File: config.mk
export PLATFORM = sky130hd
export DESIGN_NAME = ncl_sync_counter_link
export DESIGN_NICKNAME = d
export VERILOG_FILES = /design/src/rtl/ncl_pkg.sv /design/src/rtl/ncl_dr_enc.sv /design/src/rtl/ncl_sync_counter_link.sv
export SDC_FILE = /design/constraint.sdc
export NUM_CORES = 1
export LEC_CHECK = 0
export ABC_AREA = 0
export BUFFER_PORTS_ARGS = -buffer_cell sky130_fd_sc_hd__buf_2
export CAP_MARGIN = 20
export CORE_ASPECT_RATIO = 0.75
export CORE_MARGIN = 5
export CORE_UTILIZATION = 35
export DETAILED_ROUTE_END_ITERATION = 10
export GPL_TIMING_DRIVEN = 0
export PLACE_DENSITY = 0.59
export SETUP_SLACK_MARGIN = 0.5
export SYNTH_ARGS = -nofsm -noshare
export SYNTH_HDL_FRONTEND = slang
export SYNTH_SLANG_ARGS = --single-unit
File: constraint.sdc
create_clock -name clk -period 2.65 [get_ports clk]
set_input_delay 0.3975 -clock clk [delete_from_list [all_inputs] [get_ports clk]]
set_output_delay 0.3975 -clock clk [all_outputs]
set_load 0.005 [all_outputs]
File: src/rtl/ncl_pkg.sv
// Shared dual-rail encodings, handshake states and rail classification helpers
// for the NCL link blocks.
package ncl_pkg;

   localparam logic [1:0] DR_NULL = 2'b00;
   localparam logic [1:0] DR_0    = 2'b01;
   localparam logic [1:0] DR_1    = 2'b10;
   localparam logic [1:0] DR_ILL  = 2'b11;

   typedef enum logic {
      S_REQ_DATA,
      S_HOLD_DATA
   } state_t;

   function automatic logic dr_is_data(input logic [1:0] rails);
      return rails[1] ^ rails[0];
   endfunction

   function automatic logic dr_is_null(input logic [1:0] rails);
      return rails == DR_NULL;
   endfunction

   function automatic logic dr_is_ill(input logic [1:0] rails);
      return rails == DR_ILL;
   endfunction

endpackage

File: src/rtl/ncl_dr_enc.sv
// Binary to dual-rail encoder: one rail pair per bit, bit i on dr[2i+1:2i].
// null_force drives every digit to NULL regardless of bin.
module ncl_dr_enc
   import ncl_pkg::*;
#(
   parameter int WIDTH = 1
) (
   input  logic [WIDTH-1:0]   bin,
   input  logic               null_force,
   output logic [2*WIDTH-1:0] dr
);

   always_comb begin
      // NOTE: default every combinational output first so no path can infer a latch.
      dr = '0;
      for (int i = 0; i < WIDTH; i++) begin
         if (null_force) dr[2*i +: 2] = DR_NULL;
         else            dr[2*i +: 2] = bin[i] ? DR_1 : DR_0;
      end
   end

endmodule

File: src/rtl/ncl_sync_counter_link.sv
// Clocked modulo counter with NCL four-phase dual-rail carry-in, sum and carry-out links.
// Define NCL_CNT_INIT_DATA_EN to reset into a held DATA token (ring seeding).
module ncl_sync_counter_link
   import ncl_pkg::*;
#(
   parameter int               WIDTH    = 32,
   parameter logic [WIDTH:0]   MODULUS  = {1'b1, {WIDTH{1'b0}}},
   parameter logic [WIDTH-1:0] INIT_VAL = '0
) (
   input  logic               clk,
   input  logic               init,
   input  logic [1:0]         carryin,
   output logic               carryinCOMP,
   output logic [2*WIDTH-1:0] sum,
   input  logic               sumCOMP,
   output logic [1:0]         carryout,
   input  logic               carryoutCOMP,
   output logic               err
);

   state_t             state;
   logic [WIDTH-1:0]   cnt;
   logic [WIDTH:0]     cnt_inc;
   logic               wrap;
   logic [WIDTH-1:0]   cnt_nxt;
   logic               null_out;
   logic               req_fire;
   logic               hold_fire;
   logic [2*WIDTH-1:0] sum_nxt;
   logic [1:0]         carryout_nxt;

   // One bit of headroom so a MODULUS of 2**WIDTH is detectable before truncation.
   assign cnt_inc = {1'b0, cnt} + {{WIDTH{1'b0}}, carryin[1]};
   assign wrap    = (cnt_inc == MODULUS);
   assign cnt_nxt = wrap ? '0 : cnt_inc[WIDTH-1:0];

   assign req_fire  = (state == S_REQ_DATA) && dr_is_data(carryin)
                      && !sumCOMP && !carryoutCOMP;
   assign hold_fire = (state == S_HOLD_DATA) && dr_is_null(carryin)
                      && sumCOMP && carryoutCOMP;

   // Leaving S_HOLD_DATA always emits NULL, so the same encoders serve both phases.
   assign null_out = (state == S_HOLD_DATA);

   ncl_dr_enc #(.WIDTH(WIDTH)) u_sum_enc (
      .bin        (cnt_nxt),
      .null_force (null_out),
      .dr         (sum_nxt)
   );

   ncl_dr_enc #(.WIDTH(1)) u_carryout_enc (
      .bin        (wrap),
      .null_force (null_out),
      .dr         (carryout_nxt)
   );

`ifdef NCL_CNT_INIT_DATA_EN
   logic [2*WIDTH-1:0] init_sum;

   ncl_dr_enc #(.WIDTH(WIDTH)) u_init_enc (
      .bin        (INIT_VAL),
      .null_force (1'b0),
      .dr         (init_sum)
   );
`endif

   always_ff @(posedge clk) begin
      // NOTE: non-blocking assignments keep every register update order-independent.
      if (init) begin
         cnt <= INIT_VAL;
         err <= 1'b0;
`ifdef NCL_CNT_INIT_DATA_EN
         state       <= S_HOLD_DATA;
         sum         <= init_sum;
         carryout    <= DR_0;
         carryinCOMP <= 1'b1;
`else
         state       <= S_REQ_DATA;
         sum         <= '0;
         carryout    <= DR_NULL;
         carryinCOMP <= 1'b0;
`endif
      end else begin
         if (dr_is_ill(carryin)) err <= 1'b1;

         if (req_fire) begin
            cnt         <= cnt_nxt;
            sum         <= sum_nxt;
            carryout    <= carryout_nxt;
            carryinCOMP <= 1'b1;
            state       <= S_HOLD_DATA;
         end else if (hold_fire) begin
            sum         <= sum_nxt;
            carryout    <= carryout_nxt;
            carryinCOMP <= 1'b0;
            state       <= S_REQ_DATA;
         end
      end
   end

endmodule

==> reports/summary.txt <==
Yosys top cell area share -> 0.4663
Setup WS post-layout -> 0.5181 ns
Unique masters post-synth -> 41
Routed Antenna Nets -> 0
iteration-0 DRC count of the detailed router -> 320
Max VDD drop -> 351.8 uV
final instance area -> 5853 sq um
CP Launch Type -> primary input
die area -> 14600 sq um
met1 Use GR -> 0.2626
Vias -> 4137
number of port buffers -> 73
Final Util -> 0.4825
register area share after synthesis -> 0.4663
PwrDens -> 573.1 nW/um^2
gpl congestion -> 0.8548
Area growth syn-to-layout -> 36.35%
Post-Syn Area -> 4293 sq um
CTS tree -> done
top post-synthesis cells by area -> dfxtp_1 (47%), nor2_1 (6.1%), xor2_1 (6.1%)
WP data arrival -> 2.40 ns
Final Hold Viols -> 0
# IOs -> 74
Final Total Pwr -> 3.354 mW
internal power -> 2.617 mW
via/cell ratio -> 5.237
GRT Max-Usage Layer -> met2
Sw Pwr -> 737.3 uW
DP HPWL -> 9103 microns
area of the core -> 12130 sq um
layout cells sized above 1 -> 0.3157
flop2flop setup slack -> 0.53 ns
Worst Path Class, Setup -> primary input to flip-flop
Tcrit/Tclk final -> 0.8045
clock skew -> 0.007813 ns
DR DRC count -> 0
Slew Viols, Final -> 0
met2 Track Usage GR -> 0.2643
Max-Cap Viols -> 0
Chip Width -> 137.9 microns
Yosys reg bits -> 100
Leakage Power -> 2.332 nW
ys flop type -> dfxtp_1
Hold WC Path Type -> primary input to flip-flop
largest net degree at the start of global routing -> 16
number of clock buffers inserted by TritonCTS -> 9
post-DR wirelength/cell -> 16.58 microns
syn_nets -> 521
WL final -> 13100 microns
Sequential Area -> 2021 sq um
GRT overflow -> 0
Slew @ Worst Pin -> 0.6314 ns
H-tree depth reported by CTS -> 3
Mapped Cells -> 511
Starting Density -> 0.3539
root buffer cell -> clkbuf_16
Mean Syn Cell Area -> 8.401 sq um
Required @ worst endpoint -> 2.92 ns
switching share of power -> 0.2198
vias in the first global route -> 3973
clk sink count -> 100
RSZ-0062 raised after global routing -> yes
Flop pwr share -> 0.467
First-pass DRT Iterations -> 7
Yosys warnings -> 0
Die Ht -> 105.9 microns
antenna violations before repair -> 0
total track usage -> 0.1819
Clk pwr share -> 0.458
worst-path maximum fanout -> 7
first-pass GRT wire length -> 20690 microns
met3 Usage GRT -> 0.05203
dpl ws -> -0.2498 ns
clk slew on worst S/H paths -> 0.07 ns
Post-synth top cells -> dfxtp_1 (100), nor2_1 (70), nand2_1 (50), a21oi_1 (38), o21ai_0 (34)
Antenna Cells -> 0
Hold-fix buffers, CTS -> 0
clk_lat worst skew -> 0.35 ns
Post-synth EDFFs -> 0
logic gate share of total power -> 0.075
Worst slew margin -> 0.5791
Rows -> 35
Critical Path End Type -> flip-flop
Longest Clk Path Bufs -> 2
final setup violation count -> 0
Period minus WS final -> 2.132 ns
dpl cell area -> 4932 sq um
run status -> finished clean
FFs w/ async S/R, synth -> 0
post-synth top area cell -> dfxtp_1
# fillers -> 1154
fmax -> 469.1 MHz
area occupied by multi-input gates -> 2399 sq um
top-count cell post-synth -> dfxtp_1
nets -> 629
-- sequential cells by signal, summed over array words and instances, names as in the netlist --
register and count:
carryout 2, cnt 32, err 1, null_out 1, sum 64
-- timing repair --
action,CTS,global route
pin swaps,8,26
setup buffers,15,7
gates resized for setup,54,76
cloned,1,1
setup endpoints to repair,86,76
-- placed cells by master, fill, tap and decap left out, drive strengths merged, types with 2 or more instances in the layout --
master	count
a211oi	2
a21oi	38
a22oi	11
a32o	3
a32oi	2
and2	8
and3	7
and4	3
buf	109
bufinv	3
clkbuf	37
clkinv	2
dfxtp	100
ha	4
inv	3
nand2	50
nand3	16
nand4	22
nor2	70
nor3	6
nor4	6
o21a	13
o21ai	37
o31ai	4
or2	2
or3	10
or4	4
xnor2	15
xor2	30
-- area by class of cell --
| class | instances | share of cell area |
|---|---|---|
| tap | 166 | 0.03549 |
| inverter | 4 | 0.004703 |
| timing repair buffer | 97 | 0.1003 |
| clock buffer | 12 | 0.04382 |
| buffer | 37 | 0.04446 |
| clock inverter | 4 | 0.01625 |
| multi-input combinational | 370 | 0.4098 |
| sequential | 100 | 0.3452 |
-- critical path, cell delays in order --
cell     delay, ns
buf_8         0.10
inv_6         0.03
ha_4          0.26
or4b_4        0.46
buf_6         0.15
or4_4         0.41
buf_6         0.15
or3_4         0.32
a21oi_2       0.13
-- power groups by stage --
stage	registers [mW]	clock network, mW	logic, mW
after floorplan	1.60	0	0.124
after global placement	1.60	0	0.218
after detailed placement	1.60	0	0.223
after CTS	1.57	1.57	0.242
after global routing	1.57	1.63	0.279
final	1.57	1.54	0.251
-- cells by family after synthesis --
group                      Yosys count  synth area share
adders and majority gates            4           0.01166
AOI/OAI and AO/OA                  114            0.1583
buffers and inverters               41           0.03847
xor gates and xnor gates            45           0.09181
and+or+nand+nor                    207            0.2335
DFF                                100            0.4663
-- metal layers --
metal	up-vias	wire length (microns)	part of all wire
met5	-	0	0
met4	0	151	0.012
met3	12	971	0.074
met2	141	5595	0.43
met1	1979	6377	0.49
li1	2005	-	-
-- final timing paths --
| check | startpoint | to | depth (start not counted) |
|---|---|---|---|
| worst min register to register | sum[25]$_SDFFE_PP0P_ | sum[25]$_SDFFE_PP0P_ | 2 |
| worst max register to register | null_out$_SDFFE_PP0P_ | cnt[19]$_SDFFE_PP0P_ | 6 |
| worst min-delay path | carryin[0] | err$_SDFFE_PP0N_ | 4 |
| worst max-delay path | carryin[1] | cnt[19]$_SDFFE_PP0P_ | 9 |
-- through the flow --
stage          hold WS (ns)  instances  TNS (ns)
2_1_floorplan        0.4400        511         0
3_3_place_gp         0.4309        750    -6.851
3_5_place_dp         0.4374        750    -8.126
4_1_cts              0.4143        782         0
5_1_grt              0.4562        790         0
6_report             0.4205        790         0
Note: power is estimated with default switching activity, not from simulation.
